--- config.mk ---
export PLATFORM = sky130hd
export DESIGN_NAME = twos_to_signmag_serial
export DESIGN_NICKNAME = d
export VERILOG_FILES = /design/src/rtl/twos_to_signmag_serial.sv
export SDC_FILE = /design/constraint.sdc
export NUM_CORES = 1
export LEC_CHECK = 0
export ABC_AREA = 1
export CORE_MARGIN = 2
export CORE_UTILIZATION = 45
export DETAILED_ROUTE_END_ITERATION = 8
export MAX_ROUTING_LAYER = met4
export PLACE_DENSITY = 0.73
export SYNTH_ARGS = -nofsm -noshare
export SYNTH_HDL_FRONTEND = slang
export SYNTH_SLANG_ARGS = --single-unit
--- constraint.sdc ---
create_clock -name clk -period 1.4 [get_ports clk]
set_clock_uncertainty 0.2 [all_clocks]
set_input_delay 0.42 -clock clk [delete_from_list [all_inputs] [get_ports clk]]
set_output_delay 0.42 -clock clk [all_outputs]
set_load 0.01 [all_outputs]
--- src/rtl/twos_to_signmag_serial.sv ---
// Bit-serial two's complement to sign-magnitude decoder, LSB first, one bit per clock.
// Rule: copy bits up to and including the first 1, invert every later bit (negative inputs only).
//
// state    | meaning
// ---------+--------------------------------------------------
// ST_IDLE  | in_ready high, waiting for in_valid
// ST_SHIFT | processing one input bit per edge, WIDTH edges
// ST_DONE  | result held on out_*, waiting for out_ready
module twos_to_signmag_serial #(
  parameter int WIDTH = 6
) (
  input  logic             clk,
  input  logic             rst_n,
  input  logic             in_valid,
  output logic             in_ready,
  input  logic [WIDTH-1:0] in_data,
  output logic             out_valid,
  input  logic             out_ready,
  output logic             out_sign,
  output logic [WIDTH-1:0] out_mag,
  output logic             out_is_min,
  output logic             busy
);

  localparam int CW = (WIDTH > 2) ? $clog2(WIDTH) : 1;

  typedef enum logic [1:0] {
    ST_IDLE  = 2'd0,
    ST_SHIFT = 2'd1,
    ST_DONE  = 2'd2
  } state_t;

  state_t           r_state;
  state_t           w_next;
  logic [WIDTH-1:0] r_shreg;
  logic [WIDTH-2:0] r_work;
  logic [CW-1:0]    r_cnt;
  logic             r_sign;
  logic             r_seen_one;
  logic             r_out_sign;
  logic [WIDTH-1:0] r_out_mag;
  logic             r_out_is_min;
  logic             w_bit;
  logic             w_last;
  logic             w_accept;
  logic [WIDTH-1:0] w_cat;

  // Invert only once a 1 has already passed, and only for negative words.
  assign w_bit  = (r_sign & r_seen_one) ? ~r_shreg[0] : r_shreg[0];
  assign w_last = (r_cnt == CW'(WIDTH - 1));
  assign w_cat  = {w_bit, r_work};

  always_ff @(posedge clk or negedge rst_n) begin
    if (!rst_n) r_state <= ST_IDLE;
    else        r_state <= w_next;
  end

  always_comb begin
    w_next    = r_state;
    in_ready  = 1'b0;
    busy      = 1'b0;
    out_valid = 1'b0;
    w_accept  = 1'b0;
    case (r_state)
      ST_IDLE: begin
        in_ready = 1'b1;
        if (in_valid) begin
          w_accept = 1'b1;
          w_next   = ST_SHIFT;
        end
      end
      ST_SHIFT: begin
        busy = 1'b1;
        if (w_last) w_next = ST_DONE;
      end
      ST_DONE: begin
        busy      = 1'b1;
        out_valid = 1'b1;
        if (out_ready) w_next = ST_IDLE;
      end
      default: w_next = ST_IDLE;
    endcase
  end

  always_ff @(posedge clk or negedge rst_n) begin
    if (!rst_n) begin
      r_shreg      <= '0;
      r_work       <= '0;
      r_cnt        <= '0;
      r_sign       <= 1'b0;
      r_seen_one   <= 1'b0;
      r_out_sign   <= 1'b0;
      r_out_mag    <= '0;
      r_out_is_min <= 1'b0;
    end else if (w_accept) begin
      r_shreg    <= in_data;
      r_work     <= '0;
      r_cnt      <= '0;
      r_sign     <= in_data[WIDTH-1];
      r_seen_one <= 1'b0;
    end else if (r_state == ST_SHIFT) begin
      r_shreg    <= {1'b0, r_shreg[WIDTH-1:1]};
      r_work     <= w_cat[WIDTH-1:1];
      r_cnt      <= r_cnt + 1'b1;
      r_seen_one <= r_seen_one | r_shreg[0];
      if (w_last) begin
        // On the final edge r_seen_one covers exactly the lower WIDTH-1 bits.
        r_out_mag    <= w_cat;
        r_out_sign   <= r_sign;
        r_out_is_min <= r_sign & ~r_seen_one;
      end
    end
  end

  assign out_sign   = r_out_sign;
  assign out_mag    = r_out_mag;
  assign out_is_min = r_out_is_min;

endmodule

==> impl_results.rst <==
.. list-table::
   :header-rows: 1

   * - Metric
     - Value
   * - Maximum net fanout on the critical path
     - 3
   * - Initial core utilization
     - 47.8%
   * - Cell area after placement
     - 1570 um^2
   * - Total grt overflow
     - 0
   * - Distinct cell type count after synthesis
     - 16
   * - Top-level I/O count
     - 21
   * - Clock-pin slew on the worst setup and hold paths
     - 0.15 ns
   * - Register area share after synthesis
     - 54.9%
   * - Simple-Gate Fraction of Synth Area
     - 28.7%
   * - Count of inserted antenna diode cells
     - 0
   * - Unrepaired setup endpoints after global routing
     - yes
   * - Power per standard cell area
     - 1880 nW/um^2
   * - Static Leakage
     - 1.01 nW
   * - Number of placed cells counting well taps
     - 196
   * - Detailed-router iteration count before antenna repair
     - 4
   * - Maximum vdd drop
     - 1.40 mV
   * - Wire length of the first global-routing pass
     - 4370 um
   * - Via count
     - 1116
   * - Maximum count of clock buffers along a single path
     - 2
   * - Port-buffer cells
     - 20
   * - Worst Slack Setup Final
     - -0.422 ns
   * - Drc violations
     - 0
   * - Post-synthesis average cell area
     - 8.78 um^2
   * - Kind of critical path
     - reg2out
   * - Number of nets at the end of the flow
     - 207
   * - Gate count after technology mapping
     - 135
   * - Sum of routed wire length over all layers
     - 3120 um
   * - Number of endpoints with negative hold slack in the final report
     - 0
   * - Antenna violations before repair
     - 0
   * - Core Box Area
     - 2480 um^2
   * - Warnings, synthesis
     - 0
   * - CTS tree
     - done
   * - Result of the run
     - complete, but fails checks
   * - Final setup violating endpoints
     - 37
   * - Pin count of the biggest net entering global routing
     - 27
   * - TritonCTS buffer count
     - 3
   * - Number of synthesized register bits
     - 26
   * - Parity-gate share of the synthesized area counting xor and xnor cells
     - 0%
   * - Die Footprint
     - 3060 um^2
   * - Average detailed-routed wire length per instance
     - 14.2 um
   * - Netlist area before placement
     - 1180 um^2
   * - Last weighted congestion value of the routability-driven placer
     - 0.775
   * - Clock tree sinks
     - 26
   * - Horizontal extent of the die
     - 55.3 um
   * - Kind of capture point of the worst setup path
     - primary output
   * - Actual slew at the worst max-slew pin
     - 0.212 ns
   * - Multiplexer share of the synthesized area
     - 0%
   * - Max-slew headroom
     - 85.8%
   * - Nature of the critical path startpoint
     - flip-flop
   * - Synthesized Nets
     - 151
   * - Critical path data arrival time
     - 1.20 ns
   * - Dominant combinational cell family by area after synthesis
     - simple AND/OR/NAND/NOR gates
   * - HPWL after DPL
     - 1690 um
   * - Area overhead of the layout relative to synthesis
     - 61.1%
   * - Global router's overall resource usage
     - 18.0%
   * - Number of global-route vias before repair
     - 983
   * - Count of final max-slew check failures
     - 0
   * - Maximum operating frequency
     - 0.549 GHz
   * - Number of levels the H-tree was split into
     - 1
   * - Post-route fraction of the period consumed by the critical path
     - 130%
   * - Standard-cell rows
     - 18
   * - Time the final worst path needs with I/O delays and setup
     - 1.82 ns
   * - Post-route cell area
     - 1910 um^2
   * - Max Cap Viol
     - 0
   * - Routed vias/inst
     - 5.07
   * - Violated checks
     - setup timing
   * - Root Buffer Master
     - sky130_fd_sc_hd__clkbuf_4
   * - Post-Synth Adder-Cell Area
     - 6.34%
   * - Iteration-0 DRC Markers
     - 25
   * - Die span in y
     - 55.3 um
   * - WP data required
     - 0.78 ns
   * - Clock latency of the later-clocked register in the worst-skew pair
     - 0.34 ns
   * - Number of standard cells in the layout, taps in and fillers out
     - 220
   * - Share of cells above drive strength 1
     - 46.3%
   * - Fraction of the mapped netlist area in compound gates
     - 4.54%
   * - Hold crit path type
     - in2async
   * - Routed Antenna Nets
     - 0
   * - Worst slack, placed
     - -0.420 ns
[where the power goes]
| part | leakage (nW) | internal [mW] | switching (mW) |
|---|---|---|---|
| logic | 0.643 | 0.970 | 1.05 |
| clock network | 0.0210 | 0.160 | 0.237 |
| registers | 0.346 | 0.985 | 0.187 |
| total | 1.01 | 2.11 | 1.48 |
[final cells by class]
| type | count | area (um^2) |
|---|---|---|
| timing repair inverter | 1 | 5.00 |
| timing repair buffer | 50 | 442 |
| tap | 30 | 37.5 |
| inverter | 16 | 80.1 |
| sequential | 26 | 651 |
| multi-input combinational | 93 | 658 |
| clock buffer | 4 | 36.3 |
| fill | 163 | 568 |
[stage by stage]
| stage | hold slack, ns | setup TNS, ns | total power [mW] | util [%] |
|---|---|---|---|---|
| after floorplan | -0.0756 | 0 | 1.94 | - |
| after global placement | 0.254 | -9.93 | 2.37 | 63.2 |
| after detailed placement | 0.261 | -10.49 | 2.44 | 63.2 |
| after CTS | 0.241 | -3.67 | 3.02 | 68.8 |
| after global routing | 0.219 | -8.77 | 3.82 | 77.1 |
| final | 0.225 | -6.65 | 3.59 | 77.1 |
[state kept, by name, summed over array words and instances (netlist names)]
register / flops
out_is_min: 1
out_mag: 6
r_state: 2
r_work: 5
r_sign: 1
out_sign: 1
r_cnt: 3
r_seen_one: 1
r_shreg: 6
[layout by cell type (no fill, tap or decap), drive strengths merged]
master | netlist | layout
dfrtp | 26 | 26
a21oi | 1 | 1
nand4 | 2 | 2
clkinv | 0 | 2
nand3 | 8 | 8
nand2 | 64 | 64
buf | 0 | 41
nor2 | 3 | 3
clkdlybuf4s50 | 0 | 9
o21ai | 6 | 6
ha | 6 | 6
inv | 16 | 15
o22ai | 3 | 3
clkbuf | 0 | 4
[cell families after synthesis]
family                     Yosys count
and+or+nand+nor                     77
DFF                                 26
buffers and inverters               16
AOI/OAI and AO/OA                   10
adders and majority gates            6
[cell usage after synthesis, drive strengths merged]
master	number	area share, %
ha	6	6.3
nor2	3	2.3
nand4	2	1.1
a21oi	1	0.42
o22ai	3	1.6
nand3	8	3.4
nand2	64	22
inv	16	5.5
o21ai	6	2.5
dfrtp	26	55
[critical path, cell delays in order (launching register included)]
cell and delay [ns]:
sky130_fd_sc_hd__dfrtp_1 0.43, sky130_fd_sc_hd__inv_2 0.11, sky130_fd_sc_hd__ha_4 0.21, sky130_fd_sc_hd__buf_6 0.11
[metal layers]
| metal | up-vias | share of wire, % | GRT usage [%] | wire length (um) |
|---|---|---|---|---|
| met5 | - | 0 | - | 0 |
| met4 | 0 | 2.6 | 6.27 | 82 |
| met3 | 12 | 3.6 | 1.17 | 111 |
| met2 | 34 | 53 | 29.8 | 1660 |
| met1 | 533 | 41 | 23.6 | 1270 |
| li1 | 537 | - | - | - |
[path summary, 6_finish.rpt]
| kind | slack, ns | from | endpoint | cells after the start |
|---|---|---|---|---|
| worst max-delay path | -0.42 | r_state[0] | busy | 3 |
| worst min-delay path | 0.23 | rst_n | out_sign | 2 |
| worst max register to register | -0.25 | r_state[0] | r_work[2] | 8 |
| worst min register to register | 0.30 | r_work[3] | out_mag[3] | 2 |
| max in group asynchronous | 0.62 | rst_n | out_mag[1] | 2 |
| min in group clk | 0.30 | r_work[3] | out_mag[3] | 2 |
[what timing repair did]
| item | in CTS | in global routing |
|---|---|---|
| gates resized for setup | 66 | 36 |
| buffers inserted | 11 | 9 |
| pin swaps | 5 | 7 |
| gates cloned | 0 | 1 |
| setup endpoints to repair | 36 | 37 |
| hold buffers | 0 | 0 |
(Power assumes the default switching activity.)
